### src/rtl/uart_pkg.sv
// Shared definitions for the memory-mapped UART: register map, STATUS bit
// positions and the TX/RX state encodings.
package uart_pkg;

    // Register offsets inside the peripheral window
    localparam logic ADDR_STATUS = 1'b0;
    localparam logic ADDR_DATA   = 1'b1;

    // STATUS / CTRL bit positions
    localparam int unsigned STAT_RX_AVAIL  = 0;
    localparam int unsigned STAT_TX_FULL   = 1;
    localparam int unsigned STAT_OVERRUN   = 2;
    localparam int unsigned STAT_FRAME_ERR = 3;
    localparam int unsigned STAT_TX_IDLE   = 4;
    localparam int unsigned STAT_IE_RX     = 5;
    localparam int unsigned STAT_IE_TX     = 6;

    typedef enum logic [1:0] {
        TxIdle,
        TxStart,
        TxData,
        TxStop
    } tx_state_e;

    typedef enum logic [1:0] {
        RxIdle,
        RxStart,
        RxData,
        RxStop
    } rx_state_e;

endpackage

### src/rtl/uart_fifo.sv
// Synchronous FIFO with show-ahead output. A pop is applied before a push in
// the same cycle, so a full FIFO can accept a push when it is also popped.
module uart_fifo #(
    parameter int unsigned WIDTH = 8,
    parameter int unsigned DEPTH = 16
) (
    input  logic             i_clk,
    input  logic             i_reset,
    input  logic             push,
    input  logic             pop,
    input  logic [WIDTH-1:0] din,
    output logic [WIDTH-1:0] dout,
    output logic             full,
    output logic             empty
);

    localparam int unsigned AW = $clog2(DEPTH);

    logic [WIDTH-1:0] mem [DEPTH];
    logic [AW:0]      wr_ptr_q;
    logic [AW:0]      rd_ptr_q;
    logic             do_push;
    logic             do_pop;

    // Extra pointer bit distinguishes full from empty
    assign empty   = (wr_ptr_q == rd_ptr_q);
    assign full    = (wr_ptr_q[AW] != rd_ptr_q[AW]) && (wr_ptr_q[AW-1:0] == rd_ptr_q[AW-1:0]);
    assign do_pop  = pop & ~empty;
    assign do_push = push & (~full | do_pop);
    assign dout    = mem[rd_ptr_q[AW-1:0]];

    // Pointer update; contents are discarded by reset via the pointers
    always_ff @(posedge i_clk or posedge i_reset) begin
        if (i_reset) begin
            wr_ptr_q <= '0;
            rd_ptr_q <= '0;
        end else begin
            if (do_push) wr_ptr_q <= wr_ptr_q + (AW+1)'(1);
            if (do_pop)  rd_ptr_q <= rd_ptr_q + (AW+1)'(1);
        end
    end

    // Storage write
    always_ff @(posedge i_clk) begin
        if (do_push) mem[wr_ptr_q[AW-1:0]] <= din;
    end

endmodule

### src/rtl/uart_slave.sv
// Memory-mapped 8N1 UART with RX/TX FIFOs, level interrupt and a line-break
// reset request used to force the system back into its loader.
module uart_slave
    import uart_pkg::*;
#(
    parameter int unsigned SYS_FREQ   = 25000000,
    parameter int unsigned BAUD       = 115200,
    parameter int unsigned FIFO_DEPTH = 16,
    parameter int unsigned BREAK_BITS = 20
) (
    input  logic       i_clk,
    input  logic       i_reset,
    input  logic       i_addr,
    input  logic [7:0] i_dat,
    output logic [7:0] o_dat,
    input  logic       i_cs,
    input  logic       i_we,
    output logic       o_ack,
    output logic       o_int,
    input  logic       i_rx,
    output logic       o_tx,
    output logic       o_reset
);

    localparam int unsigned CLKS_PER_BIT = SYS_FREQ / BAUD;
    localparam int unsigned BREAK_CYCLES = BREAK_BITS * CLKS_PER_BIT;
    localparam int unsigned CW           = $clog2(CLKS_PER_BIT);
    localparam int unsigned BW           = $clog2(BREAK_CYCLES + 1);
    localparam logic [CW-1:0] BIT_LAST   = CW'(CLKS_PER_BIT - 1);
    localparam logic [CW-1:0] HALF_LAST  = CW'(CLKS_PER_BIT / 2 - 1);
    localparam logic [BW-1:0] BREAK_MAX  = BW'(BREAK_CYCLES);

    // Bus side
    logic       ack_q, int_q, ie_rx_q, ie_tx_q, overrun_q, frame_err_q;
    logic [7:0] dat_q, status, rd_data;
    logic       accept, rd_en, ctrl_wr, tx_push, rx_pop;

    // FIFOs
    logic [7:0] tx_dout, rx_dout;
    logic       tx_full, tx_empty, rx_full, rx_empty, tx_pop, rx_push;

    // TX shifter
    tx_state_e  tx_state_q, tx_state_d;
    logic [CW-1:0] tx_cnt_q, tx_cnt_d;
    logic [2:0] tx_bit_q, tx_bit_d;
    logic [7:0] tx_shift_q, tx_shift_d;
    logic       tx_line_q, tx_line_d;
    logic       tx_idle;

    // RX sampler and break detector
    logic       rx_meta_q, rx_sync_q, rx_prev_q;
    rx_state_e  rx_state_q, rx_state_d;
    logic [CW-1:0] rx_cnt_q, rx_cnt_d;
    logic [2:0] rx_bit_q, rx_bit_d;
    logic [7:0] rx_shift_q, rx_shift_d;
    logic       frame_err_set, overrun_set;
    logic [BW-1:0] brk_cnt_q, brk_cnt_d;

    assign accept  = i_cs & ~ack_q;
    assign rd_en   = accept & ~i_we;
    assign ctrl_wr = accept & i_we & (i_addr == ADDR_STATUS);
    assign tx_push = accept & i_we & (i_addr == ADDR_DATA);
    assign rx_pop  = rd_en & (i_addr == ADDR_DATA) & ~rx_empty;

    assign tx_idle     = (tx_state_q == TxIdle) & tx_empty;
    // A push into a full FIFO only survives if the bus pops in the same cycle
    assign overrun_set = rx_push & rx_full & ~rx_pop;

    assign o_ack   = ack_q;
    assign o_dat   = dat_q;
    assign o_int   = int_q;
    assign o_tx    = tx_line_q;
    assign o_reset = (brk_cnt_q == BREAK_MAX) & ~rx_sync_q;

    uart_fifo #(.WIDTH(8), .DEPTH(FIFO_DEPTH)) u_tx_fifo (
        .i_clk  (i_clk),
        .i_reset(i_reset),
        .push   (tx_push),
        .pop    (tx_pop),
        .din    (i_dat),
        .dout   (tx_dout),
        .full   (tx_full),
        .empty  (tx_empty)
    );

    uart_fifo #(.WIDTH(8), .DEPTH(FIFO_DEPTH)) u_rx_fifo (
        .i_clk  (i_clk),
        .i_reset(i_reset),
        .push   (rx_push),
        .pop    (rx_pop),
        .din    (rx_shift_q),
        .dout   (rx_dout),
        .full   (rx_full),
        .empty  (rx_empty)
    );

    // STATUS word and read-data mux
    always_comb begin
        status                 = '0;
        status[STAT_RX_AVAIL]  = ~rx_empty;
        status[STAT_TX_FULL]   = tx_full;
        status[STAT_OVERRUN]   = overrun_q;
        status[STAT_FRAME_ERR] = frame_err_q;
        status[STAT_TX_IDLE]   = tx_idle;
        status[STAT_IE_RX]     = ie_rx_q;
        status[STAT_IE_TX]     = ie_tx_q;
        if (i_addr == ADDR_DATA) begin
            rd_data = rx_empty ? 8'h00 : rx_dout;
        end else begin
            rd_data = status;
        end
    end

    // Bus registers: ack, read data, enables, sticky flags (set beats clear), interrupt
    always_ff @(posedge i_clk or posedge i_reset) begin
        if (i_reset) begin
            ack_q       <= 1'b0;
            dat_q       <= 8'h00;
            ie_rx_q     <= 1'b0;
            ie_tx_q     <= 1'b0;
            overrun_q   <= 1'b0;
            frame_err_q <= 1'b0;
            int_q       <= 1'b0;
        end else begin
            ack_q <= accept;
            if (rd_en) dat_q <= rd_data;
            if (ctrl_wr) begin
                ie_rx_q <= i_dat[STAT_IE_RX];
                ie_tx_q <= i_dat[STAT_IE_TX];
            end
            overrun_q   <= overrun_set |
                           (overrun_q & ~(ctrl_wr & i_dat[STAT_OVERRUN]));
            frame_err_q <= frame_err_set |
                           (frame_err_q & ~(ctrl_wr & i_dat[STAT_FRAME_ERR]));
            int_q       <= (ie_rx_q & ~rx_empty) | (ie_tx_q & tx_idle);
        end
    end

    // TX next-state: bit timing, FIFO pop on leaving IDLE or chaining from STOP
    always_comb begin
        tx_state_d = tx_state_q;
        tx_cnt_d   = tx_cnt_q;
        tx_bit_d   = tx_bit_q;
        tx_shift_d = tx_shift_q;
        tx_pop     = 1'b0;
        case (tx_state_q)
            TxIdle: begin
                if (!tx_empty) begin
                    tx_pop     = 1'b1;
                    tx_shift_d = tx_dout;
                    tx_cnt_d   = '0;
                    tx_state_d = TxStart;
                end
            end
            TxStart: begin
                if (tx_cnt_q == BIT_LAST) begin
                    tx_cnt_d   = '0;
                    tx_bit_d   = '0;
                    tx_state_d = TxData;
                end else begin
                    tx_cnt_d = tx_cnt_q + CW'(1);
                end
            end
            TxData: begin
                if (tx_cnt_q == BIT_LAST) begin
                    tx_cnt_d = '0;
                    if (tx_bit_q == 3'd7) begin
                        tx_state_d = TxStop;
                    end else begin
                        tx_bit_d   = tx_bit_q + 3'd1;
                        tx_shift_d = {1'b0, tx_shift_q[7:1]};
                    end
                end else begin
                    tx_cnt_d = tx_cnt_q + CW'(1);
                end
            end
            TxStop: begin
                if (tx_cnt_q == BIT_LAST) begin
                    tx_cnt_d = '0;
                    // Chain straight into the next start bit: no idle gap
                    if (!tx_empty) begin
                        tx_pop     = 1'b1;
                        tx_shift_d = tx_dout;
                        tx_state_d = TxStart;
                    end else begin
                        tx_state_d = TxIdle;
                    end
                end else begin
                    tx_cnt_d = tx_cnt_q + CW'(1);
                end
            end
            default: tx_state_d = TxIdle;
        endcase
        case (tx_state_d)
            TxStart: tx_line_d = 1'b0;
            TxData:  tx_line_d = tx_shift_d[0];
            default: tx_line_d = 1'b1;
        endcase
    end

    // TX state register; line output is registered and idles high
    always_ff @(posedge i_clk or posedge i_reset) begin
        if (i_reset) begin
            tx_state_q <= TxIdle;
            tx_cnt_q   <= '0;
            tx_bit_q   <= '0;
            tx_shift_q <= '0;
            tx_line_q  <= 1'b1;
        end else begin
            tx_state_q <= tx_state_d;
            tx_cnt_q   <= tx_cnt_d;
            tx_bit_q   <= tx_bit_d;
            tx_shift_q <= tx_shift_d;
            tx_line_q  <= tx_line_d;
        end
    end

    // RX next-state: start-bit recheck at half bit, then sample at bit centres
    always_comb begin
        rx_state_d    = rx_state_q;
        rx_cnt_d      = rx_cnt_q;
        rx_bit_d      = rx_bit_q;
        rx_shift_d    = rx_shift_q;
        rx_push       = 1'b0;
        frame_err_set = 1'b0;
        case (rx_state_q)
            RxIdle: begin
                if (rx_prev_q && !rx_sync_q) begin
                    rx_cnt_d   = '0;
                    rx_state_d = RxStart;
                end
            end
            RxStart: begin
                if (rx_cnt_q == HALF_LAST) begin
                    rx_cnt_d = '0;
                    rx_bit_d = '0;
                    // Glitch shorter than half a bit: abandon the frame
                    rx_state_d = rx_sync_q ? RxIdle : RxData;
                end else begin
                    rx_cnt_d = rx_cnt_q + CW'(1);
                end
            end
            RxData: begin
                if (rx_cnt_q == BIT_LAST) begin
                    rx_cnt_d   = '0;
                    rx_shift_d = {rx_sync_q, rx_shift_q[7:1]};
                    if (rx_bit_q == 3'd7) begin
                        rx_state_d = RxStop;
                    end else begin
                        rx_bit_d = rx_bit_q + 3'd1;
                    end
                end else begin
                    rx_cnt_d = rx_cnt_q + CW'(1);
                end
            end
            RxStop: begin
                if (rx_cnt_q == BIT_LAST) begin
                    rx_cnt_d      = '0;
                    rx_state_d    = RxIdle;
                    rx_push       = rx_sync_q;
                    frame_err_set = ~rx_sync_q;
                end else begin
                    rx_cnt_d = rx_cnt_q + CW'(1);
                end
            end
            default: rx_state_d = RxIdle;
        endcase
        if (rx_sync_q) begin
            brk_cnt_d = '0;
        end else if (brk_cnt_q == BREAK_MAX) begin
            brk_cnt_d = brk_cnt_q;
        end else begin
            brk_cnt_d = brk_cnt_q + BW'(1);
        end
    end

    // RX synchronizer, state register and saturating break counter
    always_ff @(posedge i_clk or posedge i_reset) begin
        if (i_reset) begin
            rx_meta_q  <= 1'b1;
            rx_sync_q  <= 1'b1;
            rx_prev_q  <= 1'b1;
            rx_state_q <= RxIdle;
            rx_cnt_q   <= '0;
            rx_bit_q   <= '0;
            rx_shift_q <= '0;
            brk_cnt_q  <= '0;
        end else begin
            rx_meta_q  <= i_rx;
            rx_sync_q  <= rx_meta_q;
            rx_prev_q  <= rx_sync_q;
            rx_state_q <= rx_state_d;
            rx_cnt_q   <= rx_cnt_d;
            rx_bit_q   <= rx_bit_d;
            rx_shift_q <= rx_shift_d;
            brk_cnt_q  <= brk_cnt_d;
        end
    end

endmodule

### config.mk
export PLATFORM = sky130hd
export DESIGN_NAME = uart_slave
export DESIGN_NICKNAME = d
export VERILOG_FILES = /design/src/rtl/uart_pkg.sv /design/src/rtl/uart_fifo.sv /design/src/rtl/uart_slave.sv
export SDC_FILE = /design/constraint.sdc
export NUM_CORES = 1
export LEC_CHECK = 0
export BUFFER_PORTS_ARGS = -buffer_cell sky130_fd_sc_hd__buf_4
export CORE_UTILIZATION = 40
export DETAILED_ROUTE_END_ITERATION = 6
export PLACE_DENSITY = 0.55
export SYNTH_ARGS = -nofsm -noshare
export SYNTH_HDL_FRONTEND = slang
export SYNTH_HIERARCHICAL = 1
export SYNTH_SLANG_ARGS = --single-unit
### constraint.sdc
create_clock -name i_clk -period 6.58 [get_ports i_clk]
set_input_delay 0 -clock i_clk [delete_from_list [all_inputs] [get_ports i_clk]]
set_output_delay 0 -clock i_clk [all_outputs]
set_load 0.02 [all_outputs]
* Yosys cells after proc, flatten, opt, wreduce, memory -nomap -nowiden
Memory sizes are Yosys's and may differ from the RTL's.
Cells that the tools add are included.
** Storage, ports and cells
- Logic and storage cells :: 171
- Bits in registers :: 93
- Memories kept :: 2
- Input port bits :: 14
- Output and inout port bits :: 12
- RAM bits :: 256
** Memories
- u_rx_fifo.mem :: words 16, bits a word 8, read ports 1, clocked after Yosys merged registers in 0, write ports 1, line uart_fifo.sv:19 : logic [WIDTH-1:0] mem [DEPTH];
- u_tx_fifo.mem :: words 16, bits a word 8, read ports 1, clocked after Yosys merged registers in 0, write ports 1, line uart_fifo.sv:19
** Cells by class
- Reductions and logical operators :: 16
- Bitwise gates (word level) :: 37
- $add $sub $neg :: 9
- Muxes and demuxes :: 50
- Equality and inequality tests :: 32
** Operators with widths (count)
- $mux 8 :: 11
- $pmux 8 s3 :: 2
- $mux 13 :: 2
- $ne 2x2->1 const B :: 12
- $mux 2 :: 11
- $and 1x1->1 :: 21
- $add 5x1->5 const B :: 4
- $mux 3 :: 6
- $add 8x1->8 const B :: 2
- $eq 8x8->1 const B :: 2
- $pmux 2 s4 :: 2
- $pmux 8 s2 :: 1
- $add 13x1->13 const B :: 1
- $eq 13x13->1 const B :: 1
- $pmux 3 s2 :: 2
- $reduce_and 4->1 :: 3
- $mux 1 :: 11
- $not 1->1 :: 11
- $eq 2x2->1 const B :: 5
- $eq 5x5->1 :: 2
- $eq 4x4->1 :: 2
- $eq 8x7->1 const B :: 1
- $add 3x1->3 const B :: 2
- $eq 2x1->1 const B :: 3
- 13 further kinds :: 24

* Longest topological paths before layout
Gate-level depths: netlist of the first run.
- Depth in word-level cells :: 10
- Depth in mapped cells :: 13
- Mapped depth without buffers :: 10

* Cells and area by module
Netlist of the first run, hierarchy kept.
** By module, submodules not included
- uart_fifo :: cells an instance 268, sequential area each 4093.9 µm², times used 2, area each 5624.1 µm²
- uart_slave :: cells an instance 361, sequential area each 1831.8 µm², times used 1, area each 3707.3 µm²

* Worst setup path after synthesis of the first run
Ideal clock, no wire load.
- Path kind :: register -> register
- From :: register u_tx_fifo.rd_ptr_q[1]
- To :: memory u_tx_fifo.mem[3][0], enable pin
- Arrival time :: 2.579 ns
- Data required time :: 6.197 ns
- Period minus slack after synthesis :: 2.962 ns
- Path buffers :: 2
- Cell stages (with the launch flop) :: 10
- Library setup time :: 0.383 ns
- Path slack :: 3.618 ns
- Path through :: dfrtp_1 -> buf_6 -> xnor2_4 -> nand4_4 -> or2b_4 -> inv_1 -> buf_2 -> nor3_1 -> o311ai_4 -> nor3_1
** On the way
- Word-level cells in the longest chain between the ends :: 9
- Elaborated cells between the ends (all ways) :: 13
- Classes of those cells :: eq/ne: 2; mux: 5; bitwise: 5; reduce/logical: 1
** Ends and longest elaborated chain
- start: declaration :: line uart_fifo.sv:21 : logic [AW:0] rd_ptr_q;
- start signal: assignment :: line uart_fifo.sv:39 : if (do_pop) rd_ptr_q <= rd_ptr_q + (AW+1)'(1);
- $eq 5x5->1 (*) :: line uart_fifo.sv:26 : assign empty = (wr_ptr_q == rd_ptr_q);
- named net tx_empty :: line uart_slave.sv:40 : logic tx_full, tx_empty, rx_full, rx_empty, tx_pop, rx_push;
- $mux 1 (*) :: line uart_slave.sv:148, uart_slave.sv:181
- $mux 1 :: line uart_slave.sv:178 : if (tx_cnt_q == BIT_LAST) begin
- $pmux 1 s2 (*) :: line uart_slave.sv:146 : case (tx_state_q)
- named net tx_pop :: line uart_slave.sv:40
- $and 1x1->1 (*) :: line uart_fifo.sv:28 : assign do_pop = pop & ~empty;
- $or 1x1->1 (*) :: line uart_fifo.sv:29 : assign do_push = push & (~full | do_pop);
- $and 1x1->1 (*) :: line uart_fifo.sv:29
- $mux 1 (*) :: line uart_fifo.sv:45 : if (do_push) mem[wr_ptr_q[AW-1:0]] <= din;
- $mux 1 (implied by the code) (*) :: line uart_fifo.sv:45
- end: declaration :: line uart_fifo.sv:19
Mark *: on every way through the listed nets, which the timed path passes. The rest lies on a longest branch.

* Worst setup path after layout of the first run
- From :: register u_rx_fifo.rd_ptr_q[0]
- To :: memory u_rx_fifo.mem[3][2], enable pin
** On the way
- Word-level cells in the longest chain between the ends :: 8
- Elaborated cells between the ends (all ways) :: 11
- Classes of those cells :: eq/ne: 2; mux: 2; bitwise: 6; reduce/logical: 1
** Ends and longest elaborated chain
- start: declaration :: line uart_fifo.sv:21
- start signal: assignment :: line uart_fifo.sv:39
- $eq 5x5->1 :: line uart_fifo.sv:26
- named net rx_empty :: line uart_slave.sv:40
- $not 1->1 :: line uart_slave.sv:63 : assign rx_pop = rd_en & (i_addr == ADDR_DATA) & ~rx_empty;
- $and 1x1->1 :: line uart_slave.sv:63
- named net rx_pop :: line uart_slave.sv:36 : logic accept, rd_en, ctrl_wr, tx_push, rx_pop;
- $and 1x1->1 :: line uart_fifo.sv:28
- $or 1x1->1 :: line uart_fifo.sv:29
- $and 1x1->1 :: line uart_fifo.sv:29
- $mux 1 :: line uart_fifo.sv:45
- $mux 1 (implied by the code) :: line uart_fifo.sv:45
- end: declaration :: line uart_fifo.sv:19
The timed path passes the listed nets, and every way through them passes these cells.

==> results of run 1 <==
==> critical path, cell delays in order, from the launching register on <==
cell	delay, ns
dfrtp_2	0.35
buf_4	0.59
xnor2_4	0.15
nand4_4	0.13
or2b_4	0.16
inv_1	0.08
nor2b_1	0.39
nand2_1	0.14
inv_1	0.25
o311ai_4	0.20
nor3_1	0.89
==> cell usage after synthesis (15+ instances only) <==
cell	count
nor2_1	42
a22oi_1	38
nand2_1	44
clkbuf_1	17
xnor2_1	20
and3_1	33
nor2b_1	17
o21ai_0	15
dfrtp_1	89
mux4_2	64
edfxtp_1	256
a21oi_1	19
ha_1	25
nand3_1	17
inv_1	28
==> final cells by class <==
class	count	area share, %
Clock buffer	50	6.06
Clock inverter	20	1.60
Inverter	28	0.628
Multi-Input combinational cell	478	26.9
Sequential cell	349	59.2
Tap cell	468	3.46
Timing Repair Buffer	45	2.20
==> worst max path at each step <==
stage	start	endpoint	cells after the start
final	u_rx_fifo/rd_ptr_q[0]$_DFFE_PP0P_	u_rx_fifo/mem[3][2]$_DFFE_PP_	10
after global routing	u_rx_fifo/rd_ptr_q[0]$_DFFE_PP0P_	u_rx_fifo/mem[3][2]$_DFFE_PP_	10
after CTS	u_rx_fifo/rd_ptr_q[0]$_DFFE_PP0P_	u_rx_fifo/mem[3][2]$_DFFE_PP_	10
after detailed placement	u_rx_fifo/rd_ptr_q[0]$_DFFE_PP0P_	u_rx_fifo/mem[3][5]$_DFFE_PP_	10
after global placement	u_rx_fifo/rd_ptr_q[0]$_DFFE_PP0P_	u_rx_fifo/mem[3][0]$_DFFE_PP_	10
after floorplan	u_tx_fifo/rd_ptr_q[1]$_DFFE_PP0P_	u_tx_fifo/mem[3][0]$_DFFE_PP_	9
==> state kept, by name (all words and copies together) (netlist names), 5 cells and up, named ones only <==
| name | flops |
|---|---|
| rx_shift_q | 8 |
| rx_cnt_q | 8 |
| u_tx_fifo/rd_ptr_q | 5 |
| o_dat | 8 |
| u_rx_fifo/rd_ptr_q | 5 |
| u_tx_fifo/mem | 128 |
| tx_cnt_q | 8 |
| u_tx_fifo/wr_ptr_q | 5 |
| u_rx_fifo/wr_ptr_q | 5 |
| tx_shift_q | 8 |
| brk_cnt_q | 13 |
| u_rx_fifo/mem | 128 |
==> layout by cell type, fill, tap and decap left out, types with 25 or more instances in the layout <==
cell type | Yosys | final
nand2_1 | 44 | 44
buf_4 | 5 | 31
a22oi_1 | 38 | 38
nor2_1 | 42 | 42
dfrtp_1 | 89 | 87
mux4_2 | 64 | 64
edfxtp_1 | 256 | 256
clkbuf_16 | 0 | 38
and3_1 | 33 | 33
inv_1 | 28 | 27
ha_1 | 25 | 25
==> power breakdown <==
group / switching [mW] / internal, mW / total (mW)
Clock: 0.871 / 1.34 / 2.21
Combinational: 0.374 / 0.277 / 0.651
Sequential: 0.0917 / 2.43 / 2.52
Total: 1.34 / 4.04 / 5.38
==> per-stage QoR <==
stage | utilization, % | cells | power, mW | setup WS, ns | area [µm²]
finish | 46.2 | 1438 | 5.38 | 2.85 | 16900
global route | 46.2 | 1438 | 5.60 | 2.51 | 16900
CTS | 46.2 | 1438 | 5.45 | 2.83 | 16900
detailed placement | 42.2 | 1354 | 3.21 | 2.87 | 15500
global placement | 42.2 | 1354 | 3.21 | 2.97 | 15500
floorplan | - | 897 | 3.08 | 3.62 | 15000
==> per-layer routing <==
layer / vias to the layer above / GRT usage [%]
li1: 3571 / -
met1: 4038 / 23.3
met2: 110 / 27.4
met3: 46 / 2.57
met4: 0 / 4.52
met5: - / 0
==> cells by family after synthesis <==
family,after synthesis
multiplexers,78
adder cells (fa/ha/maj),25
flip-flops,349
AND/OR/NAND/NOR,209
buffers and inverters,70
AO/OA/AOI/OAI,122
XOR/XNOR,44
==> impl_results.md, run 1 <==
- Die height: a little under 200 µm
- Clock transition at the registers of the reported paths: roughly 0.060 ns
- PortBufs: 25
- Post-Synth XOR/XNOR Area: 3.68%
- Layout fillers: 3168
- Seq/Total Area, Yosys: 67.0%
- Met3 Wirelength: 886 µm
- Status: complete, no violations
- Fmax: between 0.2 and 0.3 GHz
- Worst slew margin: between 10% and 20%
- Reg-to-reg endpoint: u_rx_fifo/mem[3][2]$_DFFE_PP_
- Longest Clk Path Bufs: 3
- Mux cell area share after synthesis: 10.7%
- Synth cell types: between 60 and 70
- Arrival time at the worst endpoint: between 3 and 4 ns
- Detailed placement HPWL: 19100 µm
- Post-Route Skew: around 0.017 ns
- Multi-input logic area: about 0.0046 mm²
- Root buffer cell: clkbuf_16
- Nets: about 980
- Placeable Area: ~0.037 mm²
- Critical Path RT: 6.72 ns
- WS Path Type: flip-flop to flip-flop
- Cell taking the most area after synthesis: edfxtp_1
- Worst r2r src: u_rx_fifo/rd_ptr_q[0]$_DFFE_PP0P_
- Synth warnings: 6
- Final ANT Viol Nets: 0
- Compound-cell area share of the yosys netlist: 6.12%
- Syn avg cell area: between 15 and 20 µm²
- Hold Fails Final Rpt: 0
- Clk sinks: 349
- Drt total wl: slightly above 30000 µm
- Synth Flop Type: edfxtp_1
- # DRC: 0
- Row cnt: 70
- Post-synth EDFFs: 256
- Setup TNS: 0 ns
- Die span in x: 195 µm
- Initial core utilization: 40.8%
- Number of synthesized register bits: around 350
- Initial DRC count: approximately 390
- Met2 WL post-DR: about 15000 µm
- Die ar.: roughly 0.038 mm²
- Largest family of logic cells by synthesized area: multiplexers
- RSZ-0062 raised after global routing: no
- Leak Pwr: roughly 6.5 nW
- Ys async rst share: roughly a quarter
- Min cycle time layout: around 3.7 ns
- Cts hold-fix bufs: 14
- CTS tree: done
- Hold/Removal Path Class: input port to async pin
- Global-route wire length before repair: roughly 48000 µm
- Initial antenna violation count: 0
- Highest Signal Layer: met4
- Largest net degree at the start of global routing: 40
- Period utilisation layout: 56.7%
- Post-Syn Area: 0.0150 mm²
- Synthesized instance count: between 800 and 900
- DRT met1 WL: about 14000 µm
- Reg2Reg Depth: 10
- Final setup violation count: 0
- Peak VDD IR: between 200 and 250 µV
- Final hold slack: ~0.059 ns
- Post-synthesis adder-cell area fraction: 2.09%
- Remaining global-route overflow: 0
- Area contributors post-synth: edfxtp_1, dfrtp_1, mux4_2
- GRT Util Overall: 16.7%
- Crit end category: flip-flop
- Post-DR vias/cell: 5.40
- CP Launch Type: flip-flop
- Diode count: 0
- Setup Fix Bufs, Post-CTS: 0
- Syn Nets: 936
- Routability cong.: 0.803
- Cell Pwr Density: between 300 and 400 mW/mm²
- Layout cells sized above 1: a little over a fifth
- Share of the synthesized area in the top cell type: roughly half
- Clock Latency Late Sink: between 0.5 and 0.6 ns
- IO Count: 26
- Simple-Gate Fraction of Synth Area: between 7 and 8%
- Worst-Margin Slew: around 1.3 ns
- Number of global-route vias before repair: 8016
- Htree depth: 2
- DR pass1 iterations: 4
- Avg WL per Cell: roughly 21 µm
- Maximum capacitance violations: 0
- Vias: about 7.8k
- Fin. max-slew vios: 0
- Register Area: approximately 0.01 mm²
- CTS buffer count: 38
- P&R area growth vs syn: 13.3%
- Post-cts resize count: 0
- R2R Setup Slk: roughly 2.8 ns
- Crit-path max FO: 36
(Power assumes the default switching activity.)
==> run 2, diff against run 1 <==
--- a/config.mk
+++ b/config.mk
@@ -8,7 +8,7 @@
 export BUFFER_PORTS_ARGS = -buffer_cell sky130_fd_sc_hd__buf_4
 export CORE_UTILIZATION = 40
 export DETAILED_ROUTE_END_ITERATION = 6
-export PLACE_DENSITY = 0.55
+export PLACE_DENSITY = 0.57
 export SYNTH_ARGS = -nofsm -noshare
 export SYNTH_HDL_FRONTEND = slang
 export SYNTH_HIERARCHICAL = 1
==> constraint.sdc (replaced) <==
create_clock -name i_clk -period 3 [get_ports i_clk]
set_input_delay 0 -clock i_clk [delete_from_list [all_inputs] [get_ports i_clk]]
set_output_delay 0 -clock i_clk [all_outputs]
set_load 0.02 [all_outputs]
==> run 2 against run 1 <==
Final cell count rose by 0.97%. Clock skew rose by 0.0029 ns. Clock power rose by 110%. Sequential share of layout area fell by 0.15 points. Global-route usage rose by 0.099 points. Critical path depth fell by 1. Die area did not move. Sequential power rose by 120%. Largest power group unchanged.
==> impl_results.md, run 2 (synthesis results as in run 1) <==
- Status: complete, no violations (unchanged)
- Setup Fix Bufs, Post-CTS: 0 (unchanged)
- Vias: 7769 (was 7765)
- Final setup violation count: 0 (unchanged)
- PortBufs: 25 (unchanged)
- Longest Clk Path Bufs: 3 (unchanged)
- Cell Pwr Density: 683 mW/mm² (was 318 mW/mm²)
- Placed cell areas: 0.0156 mm² (was 0.0155 mm²)
- Clock Latency Late Sink: 0.56 ns (was 0.54 ns)
- Final ANT Viol Nets: 0 (unchanged)
- IO Count: 26 (unchanged)
- Cts hold-fix bufs: 14 (unchanged)
- Detailed placement HPWL: 19400 µm (was 19100 µm)
- CP Launch Type: flip-flop (unchanged)
- Nets: 993 (was 979)
- Setup TNS: 0 ns (unchanged)
- Most frequent cells in the layout: edfxtp_1, dfrtp_1, mux4_2 (unchanged)
- Number of global-route vias before repair: 7915 (was 8016)
- Crit end category: flip-flop (unchanged)
- Routability cong.: 0.773 (was 0.803)
- Initial antenna violation count: 0 (unchanged)
- Placeable Area: 0.0367 mm² (unchanged)
- Drt total wl: 30700 µm (was 30600 µm)
- Critical Path RT: 3.18 ns (was 6.72 ns)
- # DRC: 0 (unchanged)
- Most common cell after layout, fill and taps aside: edfxtp_1 (unchanged)
- Arrival time at the worst endpoint: 2.95 ns (was 3.87 ns)
- Leak Pwr: 6.50 nW (was 6.46 nW)
- Fmax: 0.361 GHz (was 0.268 GHz)
- Clk sinks: 349 (unchanged)
- Min cycle time layout: 2.77 ns (was 3.73 ns)
- Root buffer cell: clkbuf_16 (unchanged)
- Maximum capacitance violations: 0 (unchanged)
- Initial core utilization: 40.8% (unchanged)
- Post-Route Skew: 0.0198 ns (was 0.0168 ns)
- DR pass1 iterations: 5 (was 4)
- Period utilisation layout: 92.3% (was 56.7%)
- Largest net degree at the start of global routing: 52 (was 40)
- Peak VDD IR: 497 µV (was 226 µV)
- Clock transition at the registers of the reported paths: 0.06 ns (about the same)
- Worst slew margin: 40.2% (was 15.5%)
- Global-route wire length before repair: 48200 µm (was 48400 µm)
- RSZ-0062 raised after global routing: no (unchanged)
- GRT Util Overall: 16.8% (was 16.7%)
- Avg WL per Cell: 21.1 µm (was 21.2 µm)
- Layout Cells excl Fill: 1452 (was 1438)
- P&R area growth vs syn: 13.6% (was 13.3%)
- Diode count: 0 (unchanged)
- CTS buffer count: 38 (unchanged)
- Die ar.: 0.0382 mm² (unchanged)
- Layout cells sized above 1: 21.3% (was 21.0%)
- CTS tree: done (unchanged)
- Hold/Removal Path Class: input port to async pin (unchanged)
- Reg2Reg Depth: 9 (was 10)
- Post-DR vias/cell: 5.35 (was 5.40)
- Final Cell Area: 0.0170 mm² (was 0.0169 mm²)
- Htree depth: 2 (unchanged)
- Hold Fails Final Rpt: 0 (unchanged)
- Die span in x: 195 µm (unchanged)
- Worst-Margin Slew: 0.897 ns (was 1.26 ns)
- Inst Count DP: 1368 (was 1354)
- Crit-path max FO: 8 (was 36)
- Remaining global-route overflow: 0 (unchanged)
- Row cnt: 70 (unchanged)
- Fin. max-slew vios: 0 (unchanged)
- Initial DRC count: 546 (was 394)
- Die height: 195 µm (unchanged)
- Post-cts resize count: 0 (unchanged)
- WS Path Type: flip-flop to flip-flop (unchanged)
[run 2: cell types whose count changed in the layout (fill, tap and decap cells not counted)]
cell	change
clkinv_8	+1
clkinvlp_4	-2
clkbuf_8	-2
clkbuf_16	+1
clkinv_2	-3
bufinv_16	-3
inv_6	-1
buf_4	+13
clkbuf_1	-2
buf_12	+1
clkinv_1	+10
inv_8	+1
[run 2: worst max-delay path: stages (launching register included)]
cell and delay [ns]:
dfrtp_1 0.50, xnor2_4 0.20, nand4_4 0.14, or2b_4 0.16
inv_1 0.05, nor2b_1 0.14, nand2_1 0.09, inv_1 0.23
o311ai_4 0.19, nor2b_1 0.68
[run 2: layout make-up]
type	count	area [µm²]
Clock inverter	23	208
Sequential cell	349	10000
Inverter	28	106
Multi-Input combinational cell	478	4560
Tap cell	468	586
Fill cell	3156	19700
Clock buffer	47	1020
Timing Repair Buffer	59	490
[run 2: worst paths after layout]
path	start	end	slack, ns
setup / recovery	u_rx_fifo/wr_ptr_q[2]$_DFFE_PP0P_	u_rx_fifo/mem[11][4]$_DFFE_PP_	0.23
hold / removal	i_reset	u_rx_fifo/wr_ptr_q[4]$_DFFE_PP0P_	0.05
setup reg to reg	u_rx_fifo/wr_ptr_q[2]$_DFFE_PP0P_	u_rx_fifo/mem[11][4]$_DFFE_PP_	0.23
hold reg to reg	rx_meta_q$_DFF_PP1_	rx_sync_q$_DFF_PP1_	0.36
max in group asynchronous	i_reset	o_tx$_DFF_PP1_	2.01
min in group i_clk	i_rx	rx_meta_q$_DFF_PP1_	0.11
[run 2: where the power goes]
group	leakage, nW	switching [mW]	internal, mW	total, mW
clock	0.597	1.91	2.68	4.59
sequential	3.83	0.206	5.32	5.53
combinational	2.07	0.837	0.652	1.49
[run 2: metal layers]
layer	GRT usage (%)	part of all wire (%)	vias up
met5	0	0	-
met4	6.59	3.1	0
met3	3.21	5.2	67
met2	25.3	46	191
met1	24.1	46	3921
li1	-	-	3590
[run 2: per-stage QoR]
stage	hold WS [ns]	worst slack, ns	power (mW)	utilization (%)
after global routing	0.0685	0.110	12.1	46.3
after detailed placement	0.0726	0.251	7.13	42.6
after CTS	0.0217	0.234	11.8	46.3
after global placement	0.0763	0.318	7.12	42.6
after floorplan	-0.160	0.0379	6.76	-
final	0.0472	0.230	11.6	46.3
